`config.mk`:
```
export PLATFORM = sky130hd
export DESIGN_NAME = mem_port_arbiter
export DESIGN_NICKNAME = d
export VERILOG_FILES = /design/src/rtl/mem_port_arbiter.sv
export SDC_FILE = /design/constraint.sdc
export NUM_CORES = 1
export LEC_CHECK = 0
export BUFFER_PORTS_ARGS = -buffer_cell sky130_fd_sc_hd__buf_2
export CORE_ASPECT_RATIO = 0.5
export CORE_MARGIN = 2
export CORE_UTILIZATION = 25
export DETAILED_ROUTE_END_ITERATION = 8
export PLACE_DENSITY = 0.81
export SYNTH_ARGS = -nofsm -noshare
export SYNTH_HDL_FRONTEND = slang
export SYNTH_SLANG_ARGS = --single-unit
export TNS_END_PERCENT = 30
```
`constraint.sdc`:
```
create_clock -name clk -period 1.2 [get_ports clk]
set_input_delay 0.06 -clock clk [delete_from_list [all_inputs] [get_ports clk]]
set_output_delay 0.06 -clock clk [all_outputs]
set_load 0.01 [all_outputs]
```
`src/rtl/mem_port_arbiter.sv`:
```
// Arbitrates one single-ported synchronous memory between fetch reads and execute reads/writes.
// Data side has priority; define ARB_FAIRNESS_EN to force a fetch grant after MAX_WAIT consecutive losses.
module mem_port_arbiter #(
  parameter int ADDR_W   = 10,
  parameter int DATA_W   = 18,
  parameter int MAX_WAIT = 3
) (
  input  logic              clk,
  input  logic              reset,
  input  logic              if_req,
  input  logic [ADDR_W-1:0] if_addr,
  output logic [DATA_W-1:0] if_rdata,
  output logic              if_valid,
  output logic              if_stall,
  input  logic              ex_req,
  input  logic              ex_we,
  input  logic [ADDR_W-1:0] ex_addr,
  input  logic [DATA_W-1:0] ex_wdata,
  output logic [DATA_W-1:0] ex_rdata,
  output logic              ex_valid,
  output logic              ex_stall,
  input  logic              flush,
  output logic              mem_en,
  output logic              mem_we,
  output logic [ADDR_W-1:0] mem_addr,
  output logic [DATA_W-1:0] mem_wdata,
  input  logic [DATA_W-1:0] mem_rdata
);

  logic resp_if_q, resp_if_d;
  logic resp_ex_q, resp_ex_d;
  logic if_grant, ex_grant;
  logic force_if;

`ifdef ARB_FAIRNESS_EN
  localparam int CNT_W = (MAX_WAIT < 1) ? 1 : $clog2(MAX_WAIT + 1);

  logic [CNT_W-1:0] wait_q, wait_d;

  assign force_if = !reset && if_req && !flush && (wait_q == CNT_W'(MAX_WAIT));

  // Counts only losses to the data side; a flush or idle fetch restarts the count.
  always_comb begin
    wait_d = wait_q;
    if (if_grant || flush || !if_req) begin
      wait_d = '0;
    end else if (ex_req && (wait_q != CNT_W'(MAX_WAIT))) begin
      wait_d = wait_q + CNT_W'(1);
    end
  end

  always_ff @(posedge clk) begin
    if (reset) begin
      wait_q <= '0;
    end else begin
      wait_q <= wait_d;
    end
  end
`else
  assign force_if = 1'b0;
`endif

  always_comb begin
    ex_grant  = !reset && ex_req && !force_if;
    if_grant  = !reset && (force_if || (if_req && !ex_req && !flush));
    ex_stall  = ex_req && force_if;
    if_stall  = !reset && if_req && !if_grant;

    mem_en    = ex_grant || if_grant;
    mem_we    = ex_grant && ex_we;
    mem_addr  = '0;
    mem_wdata = '0;
    if (ex_grant) begin
      mem_addr  = ex_addr;
      mem_wdata = ex_wdata;
    end else if (if_grant) begin
      mem_addr  = if_addr;
    end

    resp_if_d = if_grant;
    resp_ex_d = ex_grant && !ex_we;
  end

  always_ff @(posedge clk) begin
    if (reset) begin
      resp_if_q <= 1'b0;
      resp_ex_q <= 1'b0;
    end else begin
      resp_if_q <= resp_if_d;
      resp_ex_q <= resp_ex_d;
    end
  end

  // Reset also masks a response that was in flight when reset arrived.
  assign if_valid = resp_if_q && !flush && !reset;
  assign ex_valid = resp_ex_q && !reset;
  assign if_rdata = mem_rdata;
  assign ex_rdata = mem_rdata;

endmodule

```
Word level (Yosys, flattened, before mapping). Cells that the tools add are included.

Flip-flop bits (word level): 2. Bits of input ports: 62. Logic and storage cells: 22.

Muxes and demuxes: 3. Reductions and logical operators: 17.

Operators by type and width (count): 10-bit 2-to-1 mux (2); 18-bit 2-to-1 mux (1); 1-bit logical AND (11); 1-bit logical NOT (5); 1-bit logical OR (1).

Logic depth before layout (Yosys ltp).
Depth after elaboration: 6. Gate-level depth with buffers: 4. Depth with buffers taken out: 2.

Worst setup path before layout. Ideal clock, no wire load.

Path type: input to output. Start point: input port flush. End point: output port mem_addr[3]. Arrival time: 0.615 ns. Required time: 1.140 ns. Slack: 0.525 ns. Stages on the path: 3. Path through: clkbuf_1 nand4bb_1 a21oi_1.

Cells in the longest elaborated chain, start to end: 5.

Ends and longest elaborated chain: start: declaration (RTL line 22) `input logic flush,`; 1-bit logical NOT (RTL line 65) `if_grant = !reset && (force_if || (if_req && !ex_req && !flush));`; 1-bit logical AND (2 in series) (RTL line 65); 10-bit 2-to-1 mux (RTL line 76) `end else if (if_grant) begin`; 10-bit 2-to-1 mux (RTL line 73) `if (ex_grant) begin`; end: declaration (RTL line 25) `output logic [ADDR_W-1:0] mem_addr,`.

No other way between the ends.

Worst setup path in the final report.
Start point: input port ex_req. End point: output port mem_wdata[16].

Cells in the longest elaborated chain, start to end: 2.

Ends and longest elaborated chain: start: declaration (RTL line 15) `input logic ex_req,`; 1-bit logical AND (RTL line 64) `ex_grant = !reset && ex_req && !force_if;`; 18-bit 2-to-1 mux (RTL line 73); end: declaration (RTL line 26) `output logic [DATA_W-1:0] mem_wdata,`.

No other way between the ends.

==> impl_metrics.yaml <==
worst_setup_path:
  worstSetupPathType: "primary input to output pin"
  crit_fanout: 25
  end_kind: "output pin"
  cp.required_ns: 1.14
  cp_data_arrival_time_ns: 1.02
  critPathLaunchType: "primary input"
sta:
  finalSetupViolations: 0
  min_period_over_period: 0.9019
  min_period_ns: 1.082
  fmax_ghz: 0.9240
  rsz0062_at_grt: "false"
  fin_setup_tns_ns: 0
  hold_violations: 0
  drv_slew: 0
  final.setup.worst_slack_ns: 0.1178
pwr:
  p_comb_frac: 0.415
  p_sw_w: 0.0001646
  clkPwrFrac: 0.462
  power.internal_w: 0.0004029
  p_leak_nw: 0.5218
  p_sw_frac: 0.2901
  powerDensity_nw_per_um2: 623.9
  p_seq_frac: 0.123
  finalPower_w: 0.0005675
  vdd_ir_drop_max_uv: 197.4
hold_path:
  min_path_type: "primary input to flip-flop"
drt:
  wire_per_inst_um: 10.80
  routed_wl_um: 1976
  vias: 743
  antenna_left: 0
  drt_iter0_drc: 13
  dr.pass1.iters: 4
  drc: 0
  vias_per_cell: 4.060
run_status:
  outcome: "complete, no violations"
synthesis:
  synth_top_family_by_area: "buffers and inverters"
  syn_inst: 106
  synth_top_area_cell: "buf_4"
  synth-compound-area-share: 0.07297
  post_synth_num_cell_types: 18
  yosysTopAreaCellShare: 0.3781
  synthMuxAreaShare: 0
  ys_ff_latch: 2
  synth_warnings: 0
  syn_area_per_cell_um2: 7.118
  ys_top_cells_by_area: "buf_4 38%, and2_1 16%, nand4bb_1 15%"
  synthSimpleGateAreaFrac: 0.4328
  synthXorXnorAreaFrac: 0
  yosysSeqAreaShare: 0.05307
  syn_area_um2: 754.5
  synthesis.nets: 168
  yosys.area_share.adder: 0
clock_tree:
  hold_buffers: 0
  htree_levels: 1
  clkTransAtPathRegs_ns: 0.03
  root_buffer: "clkbuf_8"
  post_cts_buffers: 0
  cts_max_path_buffers: 2
  cts_resized: 0
  clock_sink_count: 2
  numCtsBuffers: 3
  cts_tree: "built"
placed_design:
  port_buffers: 76
  place_congestion: 0.6590
  dp_slack_ns: 0.08598
  dpl.hpwl_um: 1516
  dpl-instance-area_um2: 859.6
die:
  coreArea_um2: 2943
  die_h_um: 42.85
  initial_utilization: 0.2564
  io_pins: 132
  fp.dieArea_um2: 3500
  placementRows: 14
  die_w_um: 81.69
global_route:
  grt_pass1_wl_um: 2787
  grt_pass1_vias: 677
  grtUsageTotal: 0.09785
  antenna_found_initial: 0
  grt_overflow: 0
  grt_max_degree: 25
job:
  max-cap-violations: 0
finish:
  drive_gt1_frac: 0.5664
  antenna_cells: 0
  layout_common_cells: "76 x buf_2, 19 x and2_1, 11 x a21oi_1"
  final_nets: 207
  design_area_um2: 909.6
  area_growth_pct: 20.56
  layout_commonest_cell: "buf_2"
-- power groups by stage --
stage	registers, W	logic (W)	clock network [W]
floorplan	0.0000703	0.000247	0
global placement	0.0000704	0.000227	0
finish	0.0000696	0.000236	0.000262
global route	0.0000697	0.000259	0.000270
CTS	0.0000696	0.000234	0.000273
detailed placement	0.0000704	0.000233	0
-- cell usage after synthesis (all sizes together) --
cell type and instances:
a21oi 11, and2 19, buf 42, clkbuf 1, conb 1, dfxtp 2, inv 1, nand2 10
nand2b 2, nand4bb 10, nor2 2, nor2b 2, nor3 2, nor3b 1
-- final cells by class --
| cell class | instances | area, µm² |
|---|---|---|
| Timing Repair Buffer | 76 | 380.4 |
| Clock buffer | 3 | 41.29 |
| Multi-Input combinational cell | 61 | 394.1 |
| Fill cell | 339 | 2033 |
| Inverter | 1 | 3.754 |
| Sequential cell | 2 | 40.04 |
| Tap cell | 40 | 50.05 |
-- registers in the layout (all words and copies together) (netlist names) --
name	flops
resp_ex_q	1
resp_if_q	1
-- metal layers --
layer | track usage | wire [µm] | part of all wire
met5 | 0 | 0 | 0
met1 | 0.1053 | 733 | 0.37
met2 | 0.1770 | 1132 | 0.57
met3 | 0.01702 | 84 | 0.043
met4 | 0.06333 | 25 | 0.013
-- metrics by stage --
step | hold slack (ns) | util | instances
final | 0.02927 | 0.3091 | 183
after global routing | 0.04308 | 0.3091 | 183
after CTS | 0.03156 | 0.3061 | 182
after detailed placement | 0.1201 | 0.2921 | 179
after global placement | 0.1201 | 0.2921 | 179
after floorplan | 0.1311 | - | 106
-- worst paths after layout --
kind  startpoint       endpoint  slack (ns)  cells after the start
max       ex_req  mem_wdata[16]        0.12                      4
min        ex_we      resp_ex_q        0.03                      2
-- critical path, cell delays in order --
cell and delay (ns):
buf_2 0.30, nor2b_2 0.37, and2_1 0.17, buf_2 0.12
-- kinds of logic after synthesis --
| group | after synthesis |
|---|---|
| simple gates | 48 |
| buf+inv | 44 |
| compound gates | 11 |
| flops | 2 |
| other cells | 1 |
No activity file was read; power rests on OpenSTA's default activity.
